--- src/rtl/uart8_core.sv ---
// rtl/uart8_core.sv - 8N1 UART: 16x oversampling receiver with framing check, single-byte transmitter
module uart8_core #(
  parameter int CLOCK_RATE = 100000000,
  parameter int BAUD_RATE  = 9600
) (
  input  logic       clk,
  input  logic       rstN,
  input  logic       rxEn,
  input  logic       rxIn,
  output logic       rxBusy,
  output logic       rxDone,
  output logic       rxErr,
  output logic [7:0] rxOut,
  input  logic       txEn,
  input  logic       txStart,
  input  logic [7:0] txIn,
  output logic       txBusy,
  output logic       txDone,
  output logic       txOut
);

  localparam int RXDIV = CLOCK_RATE / (BAUD_RATE * 16);
  localparam int TXDIV = CLOCK_RATE / BAUD_RATE;
  localparam int RXCW  = (RXDIV > 1) ? $clog2(RXDIV) : 1;
  localparam int TXCW  = (TXDIV > 1) ? $clog2(TXDIV) : 1;

  typedef enum logic [2:0] {RX_ARM, RX_IDLE, RX_START, RX_DATA, RX_STOP} rxState_t;
  typedef enum logic [1:0] {TX_IDLE, TX_START, TX_DATA, TX_STOP} txState_t;

  // ---------------------------------------------------------------- receiver
  logic            rxSync1, rxSync2, rxPrev;
  rxState_t        rxState, rxNext;
  logic [RXCW-1:0] rxDivCnt;
  logic [3:0]      rxTickCnt;
  logic [2:0]      rxBitCnt;
  logic [7:0]      rxShift;
  logic            rxTick, rxFall;
  logic            rxFrameStart, rxSampleData, rxStopOk, rxStopBad;

  always_ff @(posedge clk or negedge rstN) begin
    if (!rstN) begin
      rxSync1 <= 1'b1;
      rxSync2 <= 1'b1;
      rxPrev  <= 1'b1;
    end else begin
      rxSync1 <= rxIn;
      rxSync2 <= rxSync1;
      rxPrev  <= rxSync2;
    end
  end

  assign rxTick = (rxDivCnt == RXCW'(RXDIV - 1));
  assign rxFall = rxPrev & ~rxSync2;
  assign rxBusy = (rxState == RX_START) || (rxState == RX_DATA) || (rxState == RX_STOP);

  always_ff @(posedge clk or negedge rstN) begin
    if (!rstN) rxState <= RX_ARM;
    else       rxState <= rxNext;
  end

  // ARM/IDLE react every clock so the start edge is caught precisely; the rest steps on ticks
  always_comb begin
    rxNext       = rxState;
    rxFrameStart = 1'b0;
    rxSampleData = 1'b0;
    rxStopOk     = 1'b0;
    rxStopBad    = 1'b0;
    if (!rxEn) begin
      rxNext = RX_ARM;
    end else begin
      case (rxState)
        RX_ARM:   if (rxSync2) rxNext = RX_IDLE;
        RX_IDLE:  if (rxFall) begin
                    rxNext       = RX_START;
                    rxFrameStart = 1'b1;
                  end
        RX_START: if (rxTick && rxTickCnt == 4'd7) rxNext = rxSync2 ? RX_IDLE : RX_DATA;
        RX_DATA:  if (rxTick && rxTickCnt == 4'd15) begin
                    rxSampleData = 1'b1;
                    if (rxBitCnt == 3'd7) rxNext = RX_STOP;
                  end
        RX_STOP:  if (rxTick && rxTickCnt == 4'd15) begin
                    if (rxSync2) begin
                      rxStopOk = 1'b1;
                      rxNext   = RX_IDLE;
                    end else begin
                      rxStopBad = 1'b1;
                      rxNext    = RX_ARM;
                    end
                  end
        default:  rxNext = RX_ARM;
      endcase
    end
  end

  always_ff @(posedge clk or negedge rstN) begin
    if (!rstN) begin
      rxDivCnt  <= '0;
      rxTickCnt <= '0;
      rxBitCnt  <= '0;
      rxShift   <= '0;
      rxOut     <= '0;
      rxDone    <= 1'b0;
      rxErr     <= 1'b0;
    end else begin
      rxDone <= rxStopOk;
      if (!rxEn || rxFrameStart || rxTick) rxDivCnt <= '0;
      else                                 rxDivCnt <= rxDivCnt + 1'b1;
      // tick count wraps 15->0 between data bits; START resets it after the mid-bit sample
      if (!rxEn || rxFrameStart)
        rxTickCnt <= '0;
      else if (rxTick && rxBusy)
        rxTickCnt <= (rxState == RX_START && rxTickCnt == 4'd7) ? 4'd0 : rxTickCnt + 4'd1;
      if (rxFrameStart) begin
        rxBitCnt <= '0;
        rxErr    <= 1'b0;
      end
      if (rxSampleData) begin
        rxShift  <= {rxSync2, rxShift[7:1]};
        rxBitCnt <= rxBitCnt + 3'd1;
      end
      if (rxStopOk)  rxOut <= rxShift;
      if (rxStopBad) rxErr <= 1'b1;
    end
  end

  // ------------------------------------------------------------- transmitter
  txState_t        txState, txNext;
  logic [TXCW-1:0] txDivCnt;
  logic [2:0]      txBitCnt;
  logic [7:0]      txShift, txShiftNext;
  logic            txTick, txFrameStart, txFinish, txOutNext;

  assign txTick = (txDivCnt == TXCW'(TXDIV - 1));
  assign txBusy = (txState != TX_IDLE);

  always_ff @(posedge clk or negedge rstN) begin
    if (!rstN) txState <= TX_IDLE;
    else       txState <= txNext;
  end

  always_comb begin
    txNext       = txState;
    txFrameStart = 1'b0;
    txFinish     = 1'b0;
    if (!txEn) begin
      txNext = TX_IDLE;
    end else begin
      case (txState)
        TX_IDLE:  if (txStart) begin
                    txNext       = TX_START;
                    txFrameStart = 1'b1;
                  end
        TX_START: if (txTick) txNext = TX_DATA;
        TX_DATA:  if (txTick && txBitCnt == 3'd7) txNext = TX_STOP;
        TX_STOP:  if (txTick) begin
                    txNext   = TX_IDLE;
                    txFinish = 1'b1;
                  end
        default:  txNext = TX_IDLE;
      endcase
    end
  end

  // line value is registered from next-state values so txOut never glitches
  always_comb begin
    txShiftNext = txShift;
    if (txFrameStart)                       txShiftNext = txIn;
    else if (txState == TX_DATA && txTick)  txShiftNext = {1'b1, txShift[7:1]};
    case (txNext)
      TX_START: txOutNext = 1'b0;
      TX_DATA:  txOutNext = txShiftNext[0];
      default:  txOutNext = 1'b1;
    endcase
  end

  always_ff @(posedge clk or negedge rstN) begin
    if (!rstN) begin
      txDivCnt <= '0;
      txBitCnt <= '0;
      txShift  <= '0;
      txOut    <= 1'b1;
      txDone   <= 1'b0;
    end else begin
      txShift <= txShiftNext;
      txOut   <= txOutNext;
      txDone  <= txFinish;
      if (!txEn || txFrameStart || txTick) txDivCnt <= '0;
      else                                 txDivCnt <= txDivCnt + 1'b1;
      if (txFrameStart)                       txBitCnt <= '0;
      else if (txState == TX_DATA && txTick)  txBitCnt <= txBitCnt + 3'd1;
    end
  end

endmodule

--- config.mk ---
export PLATFORM = sky130hd
export DESIGN_NAME = uart8_core
export DESIGN_NICKNAME = d
export VERILOG_FILES = /design/src/rtl/uart8_core.sv
export SDC_FILE = /design/constraint.sdc
export NUM_CORES = 1
export LEC_CHECK = 0
export CORE_UTILIZATION = 40
export CTS_CLUSTER_SIZE = 20
export DETAILED_ROUTE_END_ITERATION = 10
export HOLD_SLACK_MARGIN = 0.03
export PLACE_DENSITY = 0.66
export SYNTH_ARGS = -nofsm -noshare
export SYNTH_HDL_FRONTEND = slang
export SYNTH_SLANG_ARGS = --single-unit
export TNS_END_PERCENT = 20
--- constraint.sdc ---
create_clock -name clk -period 3 [get_ports clk]
set_input_delay 0.3 -clock clk [delete_from_list [all_inputs] [get_ports clk]]
set_output_delay 0.3 -clock clk [all_outputs]
set_load 0.02 [all_outputs]
== Word-level counts from Yosys, hierarchy flattened ==
Index checks and enable logic that the tools add are counted.
Word-level totals
  logic and storage cells: 118
  register bits: 70
Operators by class
  $add $sub $neg: 5
  reduce and logical (&&, ||, !) cells: 22
  eq/ne operators: 21
  mux-type cells: 50
  bitwise operators: 2
Operators with widths (number)
  3-bit 2-to-1 mux: 11
  1-bit 2-to-1 mux: 23
  8-bit 2-to-1 mux: 2
  3-bit case mux with 5 select lines: 1
  14-bit by 1-bit adder with 14-bit output (second input constant): 1
  14-bit == test (second input constant): 1
  14-bit 2-to-1 mux: 1
  2-bit 2-to-1 mux: 6
  4-bit 2-to-1 mux: 3
  10-bit by 1-bit adder with 10-bit output (second input constant): 1
  10-bit == test (second input constant): 1
  10-bit 2-to-1 mux: 1
  2-bit nonzero test: 5
  3-bit == test (second input constant): 3
  3-bit by 2-bit != test with 1-bit output (second input constant): 3
  3-bit != test (second input constant): 3
  2-bit case mux with 4 select lines: 1
  3-bit by 1-bit adder with 3-bit output (second input constant): 2
  2-bit == test (second input constant): 3
  3-bit by 2-bit == test with 1-bit output (second input constant): 2
  1-bit logical AND: 6
  1-bit logical OR: 6
  6-bit AND reduction: 1
  4-bit by 1-bit adder with 4-bit output (second input constant): 1
  other kinds (10): 12

== Logic depth before layout (Yosys ltp) ==
  depth in word-level cells: 8
  mapped depth: 8

== Least setup slack after synthesis ==
Ideal clock, no wire load.
  path type: register to register
  from: register txDivCnt[9]
  to: register txDivCnt[5]
  arrival time: 1.860 ns
  cell stages (with the launch flop): 6
  setup time: 0.119 ns
  clock period less this slack: 1.979 ns
  path slack: 1.021 ns
  cell sequence: dfrtp_1 or4b_4 or4_4 nand3_2 buf_4 nor2_1
On the way
  cells in the longest elaborated chain, start to end: 3
RTL lines
  start: declaration: RTL line 129  | logic [TXCW-1:0] txDivCnt;
  start signal: assignment: RTL line 189  | else txDivCnt <= txDivCnt + 1'b1;
  14-bit == test: RTL line 134  | assign txTick = (txDivCnt == TXCW'(TXDIV - 1));
  1-bit logical OR: RTL line 188  | if (!txEn || txFrameStart || txTick) txDivCnt <= '0;
  14-bit 2-to-1 mux: RTL line 188
No other way between the ends.
A chain may end at the register's enable or synchronous reset.

== Worst setup path in the final report ==
  from: register rxState[0]
  to: output port rxBusy
On the way
  cells in the longest elaborated chain, start to end: 3
  elaborated cells on any way between the ends: 5
  classes of those cells: eq/ne (3); reduce/logical (2)
RTL lines
  start: declaration: RTL line 32  | rxState_t rxState, rxNext;
  start signal: assignment: RTL line 58  | else rxState <= rxNext;
  3-bit by 2-bit == test with 1-bit output: RTL line 54  | assign rxBusy = (rxState == RX_START) || (rxState == RX_DATA) || (rxState == RX_STOP);
  1-bit logical OR: RTL line 54
  1-bit logical OR (*): RTL line 54
  end: declaration: RTL line 10  | output logic rxBusy,
Mark *: on every way between the ends. The rest lies on a longest branch, timed or not.

==> flow_summary_export.csv <==
group,metric,value,unit
power_and_ir_drop,leakage,1.712,nW
routing,routed-via-count,2284,
synth,postSynth.asyncResetShare,100.0,%
timing,timing.final.max_slew_violations,0,
clock_tree,cts.clk_slew.worst_paths,90,ps
routing,drt.antenna.violating_nets,0,
synth,biggest_area_contributors_in_the_synthesized_netlist,"sky130_fd_sc_hd__dfrtp_1, sky130_fd_sc_hd__mux2_2, sky130_fd_sc_hd__nand2_1",
final_layout,design_area,3844,µm²
routing,finalWirelength,5.871,mm
worst_setup_path,cell_by_cell_trace_of_the_critical_path,"or3b_1 -> nand2_1 -> clkdlybuf4s50_1",
die,die_height,92.37,µm
clock_tree,tritoncts,"done",
worst_hold_path,whs_endpoint,"rxSync2$_DFF_PN1_",
die,die-width,92.37,µm
clock_tree,cts_inserted_buffers,9,
worst_setup_path,timing.rr.end,"rxShift[6]$_DFFE_PN0P_",
die,initial_core_util,41.84,%
power_and_ir_drop,vdd.ir_drop.worst,334.4,µV
place,place_congestion,0.7702,
synth,ys_types,49,
synth,post-synth-top-area-cell,"sky130_fd_sc_hd__dfrtp_1",
place,place_ws,732.8,ps
timing,pin_slew_with_the_least_headroom_to_its_limit,586.9,ps
clock_tree,worstSkewPairLatency,350,ps
worst_setup_path,startpoint_class,"flop",
worst_setup_path,timing.critical_path.max_delay_family,"buffers and inverters",
routing,wire_length_per_cell,13.13,µm
final_layout,diodes,0,
timing,max_slew_margin,60.87,%
synth,synth_top_area_share,50.56,%
worst_setup_path,cp.buffers_inverters,1,
global_routing,grtUsageTotal,15.37,%
synth,synth_edf_count,0,
synth,cell_area_after_technology_mapping,3267,µm²
worst_setup_path,required,2700,ps
timing,clock_skew,7.733,ps
worst_setup_path,timing.rr.start,"rxDivCnt[0]$_DFF_PN0_",
clock_tree,clock-sinks,70,
die,die_area,8532,µm²
synth,post_synth_inst_count,304,
clock_tree,cts.repair.resized,0,
synth,synth-seq-area-share,53.77,%
global_routing,antenna_found_initial,0,
timing,timing.final.setup_violations,0,
worst_setup_path,critPathMaxFanout,8,
job,maxCapViolCount,0,
global_routing,globalRouteOverflowTotal,0,
worst_setup_path,cp_slowest_cell,"sky130_fd_sc_hd__clkdlybuf4s50_1",
worst_hold_path,hold_path.class,"flop to flop",
final_layout,layout-drive-gt1-share,15.36,%
timing,unrepaired_setup_endpoints_after_global_routing,"no",
synth,synth-main-ff-cell,"sky130_fd_sc_hd__dfrtp_1",
timing,finalWorstSetupSlack,679.5,ps
routing,remaining_drc_errors,0,
clock_tree,clockBufferDepth,2,
clock_tree,cts.hold.buffers_added,1,
worst_hold_path,min-delay-start,"rxSync1$_DFF_PN1_",
synth,most_instantiated_library_cell_after_synthesis,"sky130_fd_sc_hd__dfrtp_1",
die,floorplan.rows,32,
final_layout,areaGrowthSynthToFinish,17.66,%
place,placement.io_buffers,27,
worst_setup_path,worst_path_largest_cell_delay,620,ps
timing,period_needed,2321,ps
global_routing,number_of_global_route_vias_before_repair,2244,
die,io_pins,28,
synth,postSynthNetCount,326,
final_layout,finish.net_count,362,
routing,detailedRoute.firstPassIterationCount,4,
die,core_footprint,7807,µm²
clock_tree,cts_max_level,3,
global_routing,grt_first_pass_wirelength,10.36,mm
power_and_ir_drop,cellPowerDensity,473.0,nW/µm²
run_status,outcome,"completed",
routing,via_per_inst,5.110,
worst_setup_path,r2r_cells,6,
synth,synth_commonest_cells,"sky130_fd_sc_hd__dfrtp_1, sky130_fd_sc_hd__nand2_1, sky130_fd_sc_hd__nor2_1",
synth,yosysWarningCount,0,
timing,final_hold_viol_count,0,
power_and_ir_drop,totalPowerFinal,0.001818,W
worst_setup_path,worstSetupEndpointType,"primary output",
timing,finalCritPeriodShare,77.35,%
synth,ys_ff_latch,70,
final_layout,n_fill_cell,743,
worst_setup_path,crit_path_class,"flop to primary output",
worst_hold_path,hold_path_depth,0,
timing,setup-tns-final,0,ps
final_layout,final_core_utilization,49.23,%
routing,first_iter_violations,60,
clock_tree,clock_tree.root_cell,"sky130_fd_sc_hd__clkbuf_8",
synth,postSynthAreaPerCell,10.75,µm²
worst_setup_path,rrSetupSlack,870,ps
clock_tree,cts.repair_timing.setup_buffer_count,0,
worst_setup_path,critical_path_arrival,2020,ps
place,dpl_cell_area,3652,µm²
place,hpwlAfterDp,4.056,mm
timing,maxClockFrequency,430.9,MHz
global_routing,grt_max_degree,48,
-- cells by family (layout without fill, tap and decap cells) --
family | Yosys count | in the layout | synth area share (%)
mux | 17 | 17 | 5.860
flops | 70 | 70 | 53.77
simple gates | 137 | 137 | 22.79
xor+xnor | 20 | 20 | 5.362
buf+inv | 16 | 57 | 2.068
compound gates | 36 | 36 | 7.086
fa+ha+maj | 8 | 8 | 3.064
-- power by group --
| part | switching (W) | internal, W | leakage [nW] |
|---|---|---|---|
| registers | 0.0000239 | 0.000975 | 0.946 |
| logic | 0.0000645 | 0.0000474 | 0.678 |
| clock network | 0.000396 | 0.000311 | 0.0881 |
-- metal layers --
metal	routed length, µm	global-route usage (%)
met1	2831	20.17
met4	53	5.078
met3	192	5.008
met5	0	0
met2	2794	24.01
-- worst max-delay path by stage --
| stage | endpoint | start | cells past startpoint |
|---|---|---|---|
| final | rxBusy | rxState[0]$_DFFE_PN0P_ | 3 |
| after global routing | rxBusy | rxState[0]$_DFFE_PN0P_ | 3 |
| after CTS | rxBusy | rxState[0]$_DFFE_PN0P_ | 3 |
| after detailed placement | rxOut[5]$_DFFE_PN0P_ | rxEn | 5 |
| after global placement | rxOut[3]$_DFFE_PN0P_ | rxEn | 5 |
| after floorplan | txDivCnt[5]$_DFF_PN0_ | txDivCnt[9]$_DFF_PN0_ | 5 |
-- placed cells by master (no fill, tap or decap), types with 2 or more instances in the layout --
| master | n |
|---|---|
| sky130_fd_sc_hd__nand2_1 | 35 |
| sky130_fd_sc_hd__nand3_1 | 19 |
| sky130_fd_sc_hd__mux2_2 | 17 |
| sky130_fd_sc_hd__or3b_1 | 2 |
| sky130_fd_sc_hd__nand4_1 | 3 |
| sky130_fd_sc_hd__inv_1 | 10 |
| sky130_fd_sc_hd__nor4_1 | 3 |
| sky130_fd_sc_hd__and2_1 | 2 |
| sky130_fd_sc_hd__ha_1 | 8 |
| sky130_fd_sc_hd__a21oi_1 | 10 |
| sky130_fd_sc_hd__a211oi_1 | 2 |
| sky130_fd_sc_hd__nand2b_1 | 7 |
| sky130_fd_sc_hd__buf_4 | 3 |
| sky130_fd_sc_hd__o21ai_0 | 8 |
| sky130_fd_sc_hd__xnor2_1 | 10 |
| sky130_fd_sc_hd__clkdlybuf4s50_1 | 26 |
| sky130_fd_sc_hd__or3_1 | 4 |
| sky130_fd_sc_hd__nor2_1 | 32 |
| sky130_fd_sc_hd__or4_1 | 2 |
| sky130_fd_sc_hd__dfstp_2 | 4 |
| sky130_fd_sc_hd__nand4b_1 | 2 |
| sky130_fd_sc_hd__a22oi_1 | 6 |
| sky130_fd_sc_hd__inv_6 | 2 |
| sky130_fd_sc_hd__xor2_1 | 10 |
| sky130_fd_sc_hd__dfrtp_1 | 66 |
| sky130_fd_sc_hd__or4_4 | 2 |
| sky130_fd_sc_hd__clkinvlp_4 | 2 |
| sky130_fd_sc_hd__nor3_1 | 4 |
| sky130_fd_sc_hd__and3_1 | 6 |
| sky130_fd_sc_hd__clkbuf_8 | 9 |
| sky130_fd_sc_hd__o21ai_1 | 3 |
-- through the flow --
step                hold slack (ps)  cells
detailed placement            312.7    430
finish                        364.3    447
global placement              311.6    430
floorplan                     4.409    304
CTS                           355.3    447
global route                  363.3    447
-- registers in the layout, summed over array words and instances, names as in the netlist, 2 cells and up --
name and count:
txState 2, txDivCnt 14, rxShift 8, rxState 3, txShift 8, rxTickCnt 4, rxBitCnt 3, txBitCnt 3
rxOut 8, rxDivCnt 10
-- area by class of cell --
class	count	area, µm²	area share [%]
Tap cell	102	127.6	3.320
Multi-Input combinational cell	218	1443	37.53
Sequential cell	70	1757	45.70
Clock buffer	9	123.9	3.223
Timing Repair Buffer	31	297.8	7.747
Inverter	10	37.54	0.9766
Clock inverter	7	57.56	1.497
-- worst reg2reg max path, delay by kind of cell (launching register included) --
family	cells	cell delay, ps
simple gates	3	950
mux	1	440
flops	1	420
fa+ha+maj	1	150
buf+inv	1	70
Power figures use the tool's default switching activity.
